--- src/rtl/serial_adder_ctrl_pkg.sv ---
// rtl/serial_adder_ctrl_pkg.sv - shared state encodings and sizing helpers for the serial adder
package serial_adder_ctrl_pkg;

    typedef enum logic [1:0] {
        IDLE = 2'd0,
        RUN  = 2'd1,
        DONE = 2'd2
    } state_t;

    localparam int DEFAULT_WIDTH = 8;

    // Bit counter width: enough to count 0..WIDTH-1, never narrower than one bit
    function automatic int cnt_width(input int width);
        return (width > 1) ? $clog2(width) : 1;
    endfunction

endpackage

--- src/rtl/serial_adder_ctrl_if.sv ---
// rtl/serial_adder_ctrl_if.sv - operand/result handshake bundle for the serial adder
interface serial_adder_ctrl_if
    import serial_adder_ctrl_pkg::*;
#(
    parameter int WIDTH = DEFAULT_WIDTH
) ();

    logic             in_valid;
    logic             in_ready;
    logic [WIDTH-1:0] op_a;
    logic [WIDTH-1:0] op_b;
    logic             cin;
    logic             out_valid;
    logic             out_ready;
    logic [WIDTH-1:0] sum;
    logic             cout;
    logic             busy;

    // Producer/consumer side: supplies operands, takes the result
    modport master (
        output in_valid, op_a, op_b, cin, out_ready,
        input  in_ready, out_valid, sum, cout, busy
    );

    // Adder side
    modport slave (
        input  in_valid, op_a, op_b, cin, out_ready,
        output in_ready, out_valid, sum, cout, busy
    );

endinterface

--- src/rtl/full_adder.sv ---
// rtl/full_adder.sv - single-bit full adder
module full_adder (
    input  logic a,
    input  logic b,
    input  logic cin,
    output logic sum,
    output logic cout
);

    assign sum  = a ^ b ^ cin;
    assign cout = (a & b) | (a & cin) | (b & cin);

endmodule

--- src/rtl/serial_adder_ctrl.sv ---
// rtl/serial_adder_ctrl.sv - bit-serial adder sequencer, one full-adder bit per clock, LSB first
module serial_adder_ctrl
    import serial_adder_ctrl_pkg::*;
#(
    parameter int WIDTH = DEFAULT_WIDTH
) (
    input  logic                clk,
    input  logic                rst_n,
    serial_adder_ctrl_if.slave  bus
);

    localparam int                 CNT_W    = cnt_width(WIDTH);
    localparam logic [CNT_W-1:0]   CNT_LAST = CNT_W'(WIDTH - 1);

    state_t           state_q,     state_d;
    logic [WIDTH-1:0] a_sr_q,      a_sr_d;
    logic [WIDTH-1:0] b_sr_q,      b_sr_d;
    logic [WIDTH-1:0] res_q,       res_d;
    logic [WIDTH-1:0] sum_q,       sum_d;
    logic [CNT_W-1:0] cnt_q,       cnt_d;
    logic             carry_q,     carry_d;
    logic             cout_q,      cout_d;
    logic             in_ready_q,  in_ready_d;
    logic             out_valid_q, out_valid_d;
    logic             busy_q,      busy_d;

    logic             fa_sum;
    logic             fa_cout;
    logic [WIDTH-1:0] res_shift;

    // The only arithmetic resource: one bit of A, one bit of B and the held carry
    full_adder u_full_adder (
        .a    (a_sr_q[0]),
        .b    (b_sr_q[0]),
        .cin  (carry_q),
        .sum  (fa_sum),
        .cout (fa_cout)
    );

    // Result fills from the top so after WIDTH shifts bit 0 sits at the LSB;
    // written as shift/or so that WIDTH=1 needs no special slicing
    assign res_shift = (res_q >> 1) | (WIDTH'(fa_sum) << (WIDTH - 1));

    // Next-state, datapath and registered-output decode
    always_comb begin
        state_d  = state_q;
        a_sr_d   = a_sr_q;
        b_sr_d   = b_sr_q;
        res_d    = res_q;
        sum_d    = sum_q;
        cnt_d    = cnt_q;
        carry_d  = carry_q;
        cout_d   = cout_q;

        case (state_q)
            IDLE: begin
                // in_ready_q gates acceptance so the cycle after reset never loads
                if (in_ready_q && bus.in_valid) begin
                    a_sr_d  = bus.op_a;
                    b_sr_d  = bus.op_b;
                    carry_d = bus.cin;
                    cnt_d   = '0;
                    res_d   = '0;
                    state_d = RUN;
                end
            end
            RUN: begin
                a_sr_d  = a_sr_q >> 1;
                b_sr_d  = b_sr_q >> 1;
                res_d   = res_shift;
                carry_d = fa_cout;
                if (cnt_q == CNT_LAST) begin
                    // Publish only on completion so sum/cout hold the previous result meanwhile
                    sum_d   = res_shift;
                    cout_d  = fa_cout;
                    state_d = DONE;
                end else begin
                    cnt_d = cnt_q + CNT_W'(1);
                end
            end
            DONE: begin
                if (bus.out_ready) begin
                    state_d = IDLE;
                end
            end
            default: begin
                state_d = IDLE;
            end
        endcase

        in_ready_d  = (state_d == IDLE);
        out_valid_d = (state_d == DONE);
        busy_d      = (state_d == RUN);
    end

    // All state, including the registered handshake outputs
    always_ff @(posedge clk) begin
        if (!rst_n) begin
            state_q     <= IDLE;
            a_sr_q      <= '0;
            b_sr_q      <= '0;
            res_q       <= '0;
            sum_q       <= '0;
            cnt_q       <= '0;
            carry_q     <= 1'b0;
            cout_q      <= 1'b0;
            in_ready_q  <= 1'b0;
            out_valid_q <= 1'b0;
            busy_q      <= 1'b0;
        end else begin
            state_q     <= state_d;
            a_sr_q      <= a_sr_d;
            b_sr_q      <= b_sr_d;
            res_q       <= res_d;
            sum_q       <= sum_d;
            cnt_q       <= cnt_d;
            carry_q     <= carry_d;
            cout_q      <= cout_d;
            in_ready_q  <= in_ready_d;
            out_valid_q <= out_valid_d;
            busy_q      <= busy_d;
        end
    end

    assign bus.in_ready  = in_ready_q;
    assign bus.out_valid = out_valid_q;
    assign bus.busy      = busy_q;
    assign bus.sum       = sum_q;
    assign bus.cout      = cout_q;

endmodule

--- src/flat_wrapper.sv ---
// flat-port wrapper written by rule: the top's interface ports become plain ports
module serial_adder_ctrl_flat import serial_adder_ctrl_pkg::*;
#(
    parameter int WIDTH = DEFAULT_WIDTH
)
  (clk, rst_n, bus_in_valid, bus_op_a, bus_op_b, bus_cin, bus_out_ready, bus_in_ready, bus_out_valid, bus_sum, bus_cout, bus_busy);
  serial_adder_ctrl_if #(.WIDTH(WIDTH)) bus_i ();
  input  logic clk;
  input  logic rst_n;
  input wire logic [$bits(bus_i.in_valid)-1:0] bus_in_valid;
  input wire logic [$bits(bus_i.op_a)-1:0] bus_op_a;
  input wire logic [$bits(bus_i.op_b)-1:0] bus_op_b;
  input wire logic [$bits(bus_i.cin)-1:0] bus_cin;
  input wire logic [$bits(bus_i.out_ready)-1:0] bus_out_ready;
  output wire logic [$bits(bus_i.in_ready)-1:0] bus_in_ready;
  output wire logic [$bits(bus_i.out_valid)-1:0] bus_out_valid;
  output wire logic [$bits(bus_i.sum)-1:0] bus_sum;
  output wire logic [$bits(bus_i.cout)-1:0] bus_cout;
  output wire logic [$bits(bus_i.busy)-1:0] bus_busy;
  assign bus_i.in_valid = bus_in_valid;
  assign bus_i.op_a = bus_op_a;
  assign bus_i.op_b = bus_op_b;
  assign bus_i.cin = bus_cin;
  assign bus_i.out_ready = bus_out_ready;
  assign bus_in_ready = bus_i.in_ready;
  assign bus_out_valid = bus_i.out_valid;
  assign bus_sum = bus_i.sum;
  assign bus_cout = bus_i.cout;
  assign bus_busy = bus_i.busy;
  serial_adder_ctrl #(.WIDTH(WIDTH)) u_core (.clk(clk), .rst_n(rst_n), .bus(bus_i));
endmodule
--- config.mk ---
export PLATFORM = sky130hd
export DESIGN_NAME = serial_adder_ctrl_flat
export DESIGN_NICKNAME = d
export VERILOG_FILES = /design/src/rtl/serial_adder_ctrl_pkg.sv /design/src/rtl/serial_adder_ctrl_if.sv /design/src/rtl/full_adder.sv /design/src/rtl/serial_adder_ctrl.sv /design/src/flat_wrapper.sv
export SDC_FILE = /design/constraint.sdc
export NUM_CORES = 1
export LEC_CHECK = 0
export CELL_PAD_IN_SITES_DETAIL_PLACEMENT = 1
export CELL_PAD_IN_SITES_GLOBAL_PLACEMENT = 1
export CORE_ASPECT_RATIO = 1.2
export CORE_MARGIN = 5
export CORE_UTILIZATION = 35
export CTS_BUF_LIST = sky130_fd_sc_hd__clkbuf_16
export DETAILED_ROUTE_END_ITERATION = 10
export PLACE_DENSITY_LB_ADDON = 0.3
export SETUP_SLACK_MARGIN = 0.1
export SLEW_MARGIN = 5
export SYNTH_ARGS = -nofsm -noshare
export SYNTH_HDL_FRONTEND = slang
export SYNTH_SLANG_ARGS = --single-unit
--- constraint.sdc ---
create_clock -name clk -period 1.4 [get_ports clk]
set_input_delay 0.35 -clock clk [delete_from_list [all_inputs] [get_ports clk]]
set_output_delay 0.35 -clock clk [all_outputs]
set_load 0.01 [all_outputs]
==> impl_metrics.toml <==
[yosys]
synth_common_cells = "dfxtp_1 (41), a21oi_1 (30), nand2_1 (27)"
ys_top_cells_by_area = "dfxtp_1 (46%), a21oi_1 (8.5%), mux2i_1 (8.5%)"
synth.distinct_cells = 32
postSynthCellCount = 184
synth.avg_cell_area_um2 = 9.62
yosysMostFrequentCell = "dfxtp_1"
ys_seq_area_share_pct = 46.4
synth-edff-count = 0
netlist.area_leader.share_pct = 46.4
synthFlopType = "dfxtp_1"
postSynth.asyncResetShare_pct = 0
synth-seq-cells = 41
yosysTopAreaCell = "dfxtp_1"
ys_warn_count = 0
synth_area_mm2 = 0.00177
synth_nets = 208

[cts]
htreeDepth = 2
cts.sinks = 41
cts_made_buffers = 5
ctsLongestPathBuffers = 2
ctsHoldBuffers = 0
clkLatencyLatePin_ps = 280
cts_root_buffer = "clkbuf_16"
cts_tree = "done"
cts.clk_slew.worst_paths_ps = 60

[critical_path]
cp_data_arrival_time_ps = 1560
reg2reg_to = "u_core.bus.sum[7]$_SDFFE_PN0P_"
cp-endpoint = "u_core.bus.sum[7]$_SDFFE_PN0P_"
max_stage_delay_ps = 350
crit_path_start = "u_core.cnt_q[0]$_SDFFE_PN0P_"
crit_required_ps = 1600
slowest_stage = "dfxtp_4"
crit_path_start_kind = "flip-flop"
crit_buf_inv = 1
crit_family = "flip-flops"
path_cells = "ha_4 > ha_4 > and3b_2 > buf_12 > a211oi_2"
r2r_start = "u_core.cnt_q[0]$_SDFFE_PN0P_"
r2r_cells = 5
path_depth = 5
rrSetupSlack_ps = 40
end_kind = "flip-flop"
crit_type = "flip-flop to flip-flop"
critPathMaxFanout = 11
cp_common_cell = "ha_4"

[sta]
hold_violations = 0
hold_slack_ps = 457
setup_violations = 0
fmax_ghz = 0.737
rsz0062_at_grt = "true"
slew_viol_final = 0
period_share_pct = 97.0
finalCriticalPeriod_ps = 1360
tightestPinTransition_ps = 322
fin_ws_ps = 42.5
setup_tns_ps = 0
fin_skew_ps = 4.49
slew_headroom_pct = 77.9

[pwr]
p_leak_uw = 0.00101
power_uw = 3060
max-vdd-ir-drop_mv = 0.606
p_per_area_mw_per_mm2 = 1190

[run]
maxCapViolCount = 0

[drt]
viasPerCell = 5.28
routed_wirelength_um = 4680
vias = 1525
dr.pass1.iters = 4
wl_per_cell_um = 16.2
first_iter_violations = 66
drc = 0
final_antenna_net_count = 0

[worst_hold_path]
hold_path.class = "flip-flop to flip-flop"
hp-start = "u_core.bus.sum[2]$_SDFFE_PN0P_"
hold_path_depth = 2

[outcome]
status = "complete, no violations"

[grt]
grt_pass1_wl_um = 7960
grt_max_degree = 18
first_global_vias = 1643
grt_overflow = 0
grt.total_usage_pct = 15.8
antenna_found_initial = 0

[placed_design]
placedInstanceArea_mm2 = 0.00226
dp_slack_ps = -273
place.port_buffers = 32
place_hpwl_um = 3210
routabilityCongestion = 0.746

[floorplanning]
die_x_um = 74.9
core-area_mm2 = 0.00494
boundaryPins = 33
rows = 28
start_util_pct = 35.8
die_area_mm2 = 0.00659
fp.dieH_um = 87.9

[finish]
nets = 252
insertedDiodeCount = 0
stdcell_area_mm2 = 0.00258
area_growth_pct = 45.5
drive_above_1_share_pct = 31.4
## sequential cells by signal, indices dropped and copies added (netlist names)
name,count
u_core.bus.cout,1
u_core.b_sr_q,8
u_core.bus.out_valid,1
u_core.bus.busy,1
u_core.cnt_q,3
u_core.bus.sum,8
u_core.a_sr_q,8
u_core.state_q,2
u_core.res_q,7
u_core.bus.in_ready,1
u_core.carry_q,1
## metal layers
layer | vias up | global-route usage (%) | routed length (um)
li1 | 743 | - | -
met1 | 735 | 18.4 | 1890
met2 | 43 | 28.6 | 2520
met3 | 4 | 3.44 | 238
met4 | 0 | 3.88 | 32
met5 | - | 0 | 0
## cells in the final DEF (no fill, tap or decap), types with 4 or more instances in the layout
| master | instances |
|---|---|
| dfxtp_1 | 33 |
| a21oi_2 | 5 |
| a21oi_1 | 25 |
| a211oi_2 | 13 |
| clkbuf_16 | 5 |
| mux2i_1 | 12 |
| a211oi_1 | 4 |
| dfxtp_2 | 7 |
| o22ai_1 | 8 |
| buf_12 | 5 |
| clkdlybuf4s50_1 | 19 |
| dlygate4sd2_1 | 13 |
| buf_4 | 12 |
| nand2_1 | 27 |
## worst min path at each step
stage	end
2_1_floorplan	u_core.bus.sum[0]$_SDFFE_PN0P_
3_3_place_gp	u_core.bus.sum[3]$_SDFFE_PN0P_
3_5_place_dp	u_core.bus.sum[2]$_SDFFE_PN0P_
4_1_cts	u_core.bus.sum[4]$_SDFFE_PN0P_
5_1_grt	u_core.bus.sum[6]$_SDFFE_PN0P_
6_report	u_core.bus.sum[2]$_SDFFE_PN0P_
## repair_timing
| action | 4_1_cts | 5_1_grt |
|---|---|---|
| resized for setup | 30 | 19 |
| setup endpoints to repair | 38 | 29 |
| gates cloned | 0 | 0 |
| buffers inserted | 4 | 1 |
| pin swaps | 7 | 3 |
## tightest hold or removal path: stages, from the launching register on
cell	delay, ps
dfxtp_1	300
nand2_1	50
a21oi_1	50
## kinds of logic (layout without fill, tap and decap cells)
group,Yosys count,count (layout),synth area share (%)
AND/OR/NAND/NOR,44,44,12.1
adder cells (fa/ha/maj),3,3,2.54
AO/OA/AOI/OAI,61,61,23.8
flip-flops,41,41,46.4
buffers and inverters,20,65,6.71
multiplexers,15,15,8.48
## final cells by class
| class | instances | area (um2) |
|---|---|---|
| Fill cell | 539 | 2360 |
| Multi-Input combinational cell | 123 | 950 |
| Sequential cell | 41 | 833 |
| Timing Repair Buffer | 52 | 528 |
| Clock buffer | 5 | 125 |
| Tap cell | 60 | 75.1 |
| Clock inverter | 3 | 46.3 |
| Inverter | 5 | 18.8 |
## through the flow
stage / instances / util [%]
after floorplan: 184 / -
after global placement: 276 / 45.7
after detailed placement: 276 / 45.7
after CTS: 288 / 50.9
after global routing: 289 / 52.2
final: 289 / 52.2
## power by group
part | switching [uW] | total [uW] | internal, uW
clock | 467 | 1310 | 843
sequential | 40.1 | 1270 | 1230
combinational | 221 | 472 | 251
Note: power is estimated with default switching activity, not from simulation.
